<file path="config.mk">
export PLATFORM = sky130hd
export DESIGN_NAME = nco_phase_sweep
export DESIGN_NICKNAME = d
export VERILOG_FILES = /design/src/rtl/nco_phase_sweep.sv
export SDC_FILE = /design/constraint.sdc
export NUM_CORES = 1
export LEC_CHECK = 0
export BUFFER_PORTS_ARGS = -buffer_cell sky130_fd_sc_hd__buf_2
export CORE_MARGIN = 2
export CORE_UTILIZATION = 55
export CTS_CLUSTER_SIZE = 16
export DETAILED_ROUTE_END_ITERATION = 6
export PLACE_DENSITY = 0.88
export SYNTH_ARGS = -nofsm -noshare
export SYNTH_HDL_FRONTEND = slang
export SYNTH_SLANG_ARGS = --single-unit
export TNS_END_PERCENT = 100
</file>
<file path="constraint.sdc">
create_clock -name clk -period 8.4 [get_ports clk]
set_input_delay 0 -clock clk [delete_from_list [all_inputs] [get_ports clk]]
set_output_delay 0 -clock clk [all_outputs]
set_load 0.005 [all_outputs]
</file>
<file path="src/rtl/nco_phase_sweep.sv">
// nco_phase_sweep: modulo-2^PHASE_BITS phase accumulator with offset, linear chirp and counted or continuous runs
module nco_phase_sweep #(
  parameter int PHASE_BITS = 47,
  parameter int CNT_BITS = 32
) (
  input  logic                  clk,
  input  logic                  resetn,
  input  logic                  start_i,
  input  logic                  stop_i,
  input  logic [PHASE_BITS-1:0] ftw_i,
  input  logic [PHASE_BITS-1:0] step_i,
  input  logic [PHASE_BITS-1:0] poff_i,
  input  logic [CNT_BITS-1:0]   nsamp_i,
  output logic                  valid_o,
  output logic [PHASE_BITS-1:0] phase_o,
  output logic                  busy_o,
  output logic                  done_o
);
  typedef enum logic {IDLE, RUN} state_t;
  state_t state;
  logic [PHASE_BITS-1:0] acc, freq, step, poff;
  logic [CNT_BITS-1:0] cnt;
  // run control: latch config on start, issue one wrapped sample per cycle, end on count or stop
  always_ff @(posedge clk or negedge resetn)
    if (!resetn) begin
      state <= IDLE;
      valid_o <= 1'b0;
      phase_o <= '0;
      busy_o <= 1'b0;
      done_o <= 1'b0;
      acc <= '0;
      freq <= '0;
      step <= '0;
      poff <= '0;
      cnt <= '0;
    end else if (state == IDLE) begin
      valid_o <= 1'b0;
      busy_o <= 1'b0;
      done_o <= 1'b0;
      if (start_i && !stop_i) begin
        freq <= ftw_i;
        step <= step_i;
        poff <= poff_i;
        cnt <= nsamp_i;
        acc <= '0;
        state <= RUN;
      end
    end else if (stop_i) begin
      valid_o <= 1'b0;
      busy_o <= 1'b0;
      done_o <= 1'b1;
      state <= IDLE;
    end else begin
      phase_o <= acc + poff;
      valid_o <= 1'b1;
      busy_o <= 1'b1;
      acc <= acc + freq;
      freq <= freq + step;
      if (cnt != '0) cnt <= cnt - CNT_BITS'(1);
      done_o <= cnt == CNT_BITS'(1);
      if (cnt == CNT_BITS'(1)) state <= IDLE;
    end
endmodule

</file>
==> results of run 1 <==
==> metrics by stage <==
step	std cells	total power [mW]	instance area, µm²
finish	2975	8.15	22400
global route	2975	8.77	22400
CTS	2972	8.02	22400
detailed placement	2740	6.36	19500
global placement	2740	6.23	19500
floorplan	2153	5.31	18100
==> cells in the mapped netlist, types with 10 or more instances <==
| cell type | n | area share |
|---|---|---|
| a21o_1 | 88 | 0.037 |
| a21oi_1 | 178 | 0.049 |
| a31oi_1 | 19 | 0.0066 |
| and2_1 | 10 | 0.0035 |
| clkbuf_1 | 77 | 0.016 |
| dfrtp_1 | 270 | 0.37 |
| ha_1 | 141 | 0.098 |
| inv_1 | 53 | 0.011 |
| nand2_1 | 492 | 0.10 |
| nand2b_1 | 16 | 0.0055 |
| nand3_1 | 50 | 0.014 |
| nand4_1 | 15 | 0.0052 |
| nor2_1 | 82 | 0.017 |
| nor2b_1 | 16 | 0.0055 |
| nor3_1 | 29 | 0.0080 |
| o21a_1 | 22 | 0.0091 |
| o21ai_0 | 181 | 0.050 |
| o21bai_1 | 27 | 0.011 |
| o22a_1 | 24 | 0.012 |
| o22ai_1 | 56 | 0.019 |
| o31ai_1 | 12 | 0.0050 |
| or3_1 | 16 | 0.0055 |
| xnor2_1 | 64 | 0.031 |
| xor2_1 | 56 | 0.027 |
==> metal layers <==
| layer | up-vias | global-route usage |
|---|---|---|
| met2 | 922 | 0.517 |
| met4 | 0 | 0.142 |
| met5 | - | 0 |
| li1 | 8459 | - |
| met3 | 206 | 0.0531 |
| met1 | 8373 | 0.432 |
==> registers in the layout, summed over array words and instances (netlist names) <==
register and cells:
step 47, busy_o 1, state 1, cnt 32, poff 47, done_o 1, phase_o 47, acc 47
freq 47
==> report_power, final <==
group / internal (mW) / switching [mW]
combinational: 1.89 / 2.47
clock: 0.960 / 0.585
sequential: 1.75 / 0.503
total: 4.59 / 3.56
==> final cells by class <==
cell class	instances	area (µm²)	area share
repair buffers	412	2980	0.133
inverters	53	199	0.00887
flip-flops and latches	270	6760	0.301
clock inverters	22	345	0.0154
multi-input cells	1738	10800	0.480
clock buffers	35	831	0.0371
well taps	442	553	0.0247
diodes	3	7.51	0.000335
==> final timing paths <==
kind,start,to,slack [ns]
setup reg to reg,freq[1],freq[39],4.34
hold reg to reg,phase_o[15],phase_o[15],0.47
hold / removal,resetn,step[9],0.06
max in group asynchronous,resetn,poff[42],6.72
setup / recovery,freq[1],freq[39],4.34
min in group clk,poff_i[40],poff[40],0.14
==> kinds of logic (layout without fill, tap and decap cells) <==
logic type,Yosys count,count (layout),synth area share
XOR/XNOR,120,120,0.0582
buffers and inverters,145,522,0.0325
other,0,3,0
multiplexers,10,10,0.00568
AND/OR/NAND/NOR,771,771,0.188
flip-flops,270,270,0.374
adder cells (fa/ha/maj),144,144,0.101
AO/OA/AOI/OAI,693,693,0.241
==> repair_timing <==
item                                    4_1_cts  5_1_grt
endpoints found under the setup margin        0        0
hold buffers                                175        0
hold endpoints to repair                    297        0
==> placed cells by master (no fill, tap or decap), types with 7 or more instances in the layout <==
master and count:
nand2_1 490, dfrtp_1 269, buf_2 225, o21ai_0 181
a21oi_1 178, dlygate4sd3_1 175, ha_1 141, a21o_1 88
nor2_1 81, xnor2_1 64, o22ai_1 56, xor2_1 56
inv_1 53, nand3_1 50, clkbuf_16 31, nor3_1 29
o21bai_1 27, o22a_1 24, o21a_1 22, a31oi_1 19
or3_1 16, nor2b_1 16, nand2b_1 16, nand4_1 15
o31ai_1 12, buf_4 11, and2_1 10, nor4_1 9
a222oi_1 9, a211oi_1 8, mux2i_1 8, bufinv_16 8
and3_1 7
==> metrics.yaml, run 1 <==
status: "completed"
overflow: 0
grtUsageTotal: 0.323
clock_sinks: 270
timing.final.hold_violations: 0
grt_max_degree: 126
cts_buffers: 31
syn_nets: 2474
wirelength_um: 55400
fmax_mhz: 246
synth_edf_count: 0
fin_crit_sh: 0.483
vias: 18000
ir_worst_vdd_mv: 0.225
clock_skew_ns: 0.0153
clk_transition_reported_paths_ns: 0.06
grt_pass1_wl_um: 89400
rows: 66
ys_seq_area_frac: 0.374
tns_ns: 0
clockBufferDepth: 3
drt-wirelength-per-cell_um: 18.6
post-cts-setup-buffers: 0
tightest_slew_ns: 1.12
ys_warn_count: 0
dp_hpwl_um: 36300
avgSynthCellArea_um2: 8.39
clk-insertion-delay-late_ns: 0.58
crit_path_frequent_cell: "a21oi_1"
ctsResizeCount: 0
syn_area_mm2: 0.0181
setup_viol: 0
cts-htree-levels: 1
powerDensity_mw_per_mm2: 364
crit_path_end_kind: "register"
drive_gt1_frac: 0.126
crit_path_start_kind: "register"
critical_path_class: "register to register"
area_growth_pct: 24.2
initial_utilization: 0.556
path_cells: "ha_1 > a21o_1 > a21oi_1 > or4_1 > a21oi_1 > nor3_1 > nor4_1 > o2111a_1 > o21bai_1 > o21ai_0 > xnor2_1 > o221ai_1 > dlygate4sd3_1"
slew_viol_final: 0
drtIter0Drc: 1616
ant_nets: 0
fin_util: 0.691
cts_tree: "done"
wl_met3_um: 4660
critPathMaxFanout: 5
cts_root_buf: "clkbuf_16"
worst_hold_slack_ns: 0.0600
dr.max_layer_used: "met4"
rr_worst_depth: 13
leakagePower_nw: 10.9
antenna_found_initial: 3
route.met2.wl_um: 24600
period_minus_slack_ns: 4.06
gp_routability_congestion: 0.951
nFillCells: 2370
die_y_um: 185
max_cap_viol_count: 0
met1Wirelength_um: 23500
drc: 0
hp-class: "primary input to asynchronous set/reset pin"
path_delay_family: "simple AND/OR/NAND/NOR gates"
fp.dieW_um: 185
critPathRequiredTime_ns: 8.86
cp_num_buf_inv: 1
relSlewSlack: 0.253
drt_first_pass_iters: 7
grt_pass1_vias: 17600
ys_seq_elements: 270
synth_cell_types: 76
cp_slowest_cell: "dlygate4sd3_1"
synthCells: 2153
synthFlopType: "dfrtp_1"
crit_cells: 13
pre_cts_ws_ns: 4.55
ys_async_sr_fraction: 1.00
detail_route.vias_per_cell: 6.04
die-area_mm2: 0.0343
core_area_mm2: 0.0325
io_buffers: 226
nNetsFinal: 2827
ios: 227
finalWorstSetupSlack_ns: 4.34
rsz0062_at_grt: "false"
slowest_delay_ns: 0.60
arrival_ns: 4.52
(Power assumes the default switching activity.)
==> run 2, diff against run 1 <==
--- a/config.mk
+++ b/config.mk
@@ -7,10 +7,10 @@
 export LEC_CHECK = 0
 export BUFFER_PORTS_ARGS = -buffer_cell sky130_fd_sc_hd__buf_2
 export CORE_MARGIN = 2
-export CORE_UTILIZATION = 55
+export CORE_UTILIZATION = 54
 export CTS_CLUSTER_SIZE = 16
 export DETAILED_ROUTE_END_ITERATION = 6
-export PLACE_DENSITY = 0.88
+export PLACE_DENSITY = 0.9
 export SYNTH_ARGS = -nofsm -noshare
 export SYNTH_HDL_FRONTEND = slang
 export SYNTH_SLANG_ARGS = --single-unit
==> constraint.sdc (replaced) <==
create_clock -name clk -period 3.66 [get_ports clk]
set_input_delay 0 -clock clk [delete_from_list [all_inputs] [get_ports clk]]
set_output_delay 0 -clock clk [all_outputs]
set_load 0.005 [all_outputs]
==> metrics.yaml, run 2 (synthesized netlist as in run 1, its figures left out) <==
status: "completed"
hold_path_end: "freq[39]"
timing.rr.start: "cnt[6]"
antenna_found_initial: 0
multi_input_area_mm2: 0.0109
critPathRequiredTime_ns: 4.10
p_int_mw: 10.6
nNetsFinal: 2856
die-area_mm2: 0.0349
fp.dieW_um: 187
hp-class: "primary input to register"
cts_root_buf: "clkbuf_16"
cts_buffers: 30
grt_pass1_vias: 18100
drc: 0
ios: 227
critical_path_class: "register to register"
layout_commonest_cell: "nand2_1"
drt-wirelength-per-cell_um: 19.3
ir_worst_vdd_mv: 0.460
detail_route.vias_per_cell: 6.13
grt_pass1_wl_um: 93900
io_buffers: 226
switchingPower_mw: 8.32
totalPowerFinal_mw: 18.9
cts-htree-levels: 1
drt_first_pass_iters: 6
ant_nets: 0
grtUsageTotal: 0.327
clock_skew_ns: 0.0194
rows: 66
core_area_mm2: 0.0327
nFillCells: 2384
slew_viol_final: 0
power_frac_comb: 0.548
overflow: 0
area_growth_pct: 25.9
relSlewSlack: 0.343
p_seq_frac: 0.275
rr_worst_depth: 11
grt_max_degree: 114
leakagePower_nw: 11.1
drive_gt1_frac: 0.143
timing.final.hold_violations: 0
clockBufferDepth: 3
powerDensity_mw_per_mm2: 830
period_minus_slack_ns: 3.62
regArea_mm2: 0.00676
fin_crit_sh: 0.988
tightest_slew_ns: 0.985
critPathMaxFanout: 5
clk-insertion-delay-late_ns: 0.58
fmax_mhz: 277
max_cap_viol_count: 0
gp_routability_congestion: 1.01
crit_path_end_kind: "register"
die_y_um: 187
final_cell_mix: "nand2_1 (490), dfrtp_1 (268), buf_2 (225), o21ai_0 (178), dlygate4sd3_1 (175)"
clk_transition_reported_paths_ns: 0.07
cts_tree: "done"
min_from: "start_i"
vias: 18400
r2r_slack_ns: 0.04
dp_hpwl_um: 37200
clock_sinks: 270
switching_share: 0.440
crit_path_start_kind: "register"
holdPathStages: 4
drtIter0Drc: 1828
fin_util: 0.695
initial_utilization: 0.552
wirelength_um: 58000
setup_viol: 0
arrival_ns: 4.05
p_clk_frac: 0.178
worst_r2r_endpoint: "cnt[21]"
## run 2: cell count changes in the layout (fill, tap and decap cells not counted), moves of 3 or more
cell | before | now
buf_4 | 11 | 38
a21oi_1 | 178 | 173
a21oi_2 | 0 | 4
buf_12 | 0 | 3
bufinv_16 | 8 | 5
clkbuf_1 | 0 | 3
clkbuf_8 | 4 | 7
clkinvlp_4 | 5 | 2
inv_6 | 4 | 1
o21ai_0 | 181 | 178
## run 2: how the worst max path moves through the flow
stage                     startpoint          end  cells after the start
after detailed placement     freq[0]      acc[46]                     13
after global placement       freq[0]     freq[46]                     14
after floorplan               acc[0]      acc[46]                     13
after global routing          acc[1]  phase_o[45]                     12
after CTS                    freq[0]      acc[46]                     13
final                         cnt[6]      cnt[21]                     11
## run 2: layout make-up
cell class | instances | area share
Timing Repair Buffer | 442 | 0.142
Antenna cell | 1 | 0.000110
Sequential cell | 270 | 0.297
Clock inverter | 15 | 0.00952
Tap cell | 442 | 0.0243
Multi-Input combinational cell | 1738 | 0.479
Inverter | 53 | 0.00875
Clock buffer | 41 | 0.0388
## run 2: power by group through the flow
stage                     Combinational (mW)  Clock, mW  Sequential (mW)
after floorplan                         7.43          0             4.76
after global placement                  9.31          0             5.07
after detailed placement                9.62          0             5.13
after CTS                               9.88       3.36             5.09
after global routing                    11.5       3.49             5.30
final                                   10.3       3.35             5.19
## run 2: through the flow
step / std cells / setup slack, ns / cell area (µm²) / TNS [ns] / hold WS [ns]
2_1_floorplan: 2153 / 0.385 / 18100 / 0 / -0.296
3_3_place_gp: 2765 / 0.0380 / 19700 / 0 / 0.146
3_5_place_dp: 2765 / -0.151 / 19700 / -0.171 / 0.153
4_1_cts: 2996 / -0.0309 / 22600 / -0.0309 / 0.0659
5_1_grt: 3001 / -0.0595 / 22700 / -0.185 / 0.0994
6_report: 3002 / 0.0446 / 22700 / 0 / 0.0839
## run 2: repair_timing
action / 4_1_cts / 5_1_grt
setup buffers: 0 / 5
pin swaps: 0 / 11
endpoints found under the hold margin: 282 / 0
hold buffers: 175 / 0
cloned: 0 / 0
resized for setup: 3 / 26
setup endpoints to repair: 5 / 17
## run 2: routing by layer
layer | vias to the layer above | share of wire | track usage
met4 | 0 | 0.054 | 0.151
met1 | 8599 | 0.40 | 0.435
li1 | 8494 | - | -
met3 | 257 | 0.091 | 0.0522
met5 | - | 0 | 0
met2 | 1041 | 0.45 | 0.528
## run 2: critical path, stage by stage (launching register included)
cell and delay, ns:
dfrtp_1 0.43, or4_4 0.61, or4_4 0.53, nor4_4 0.24, nor3b_4 0.30, nor3b_4 0.28
nor3b_4 0.21, buf_4 0.18, nor3b_1 0.33, nand3_1 0.12, o21ai_0 0.13, a21oi_1 0.11
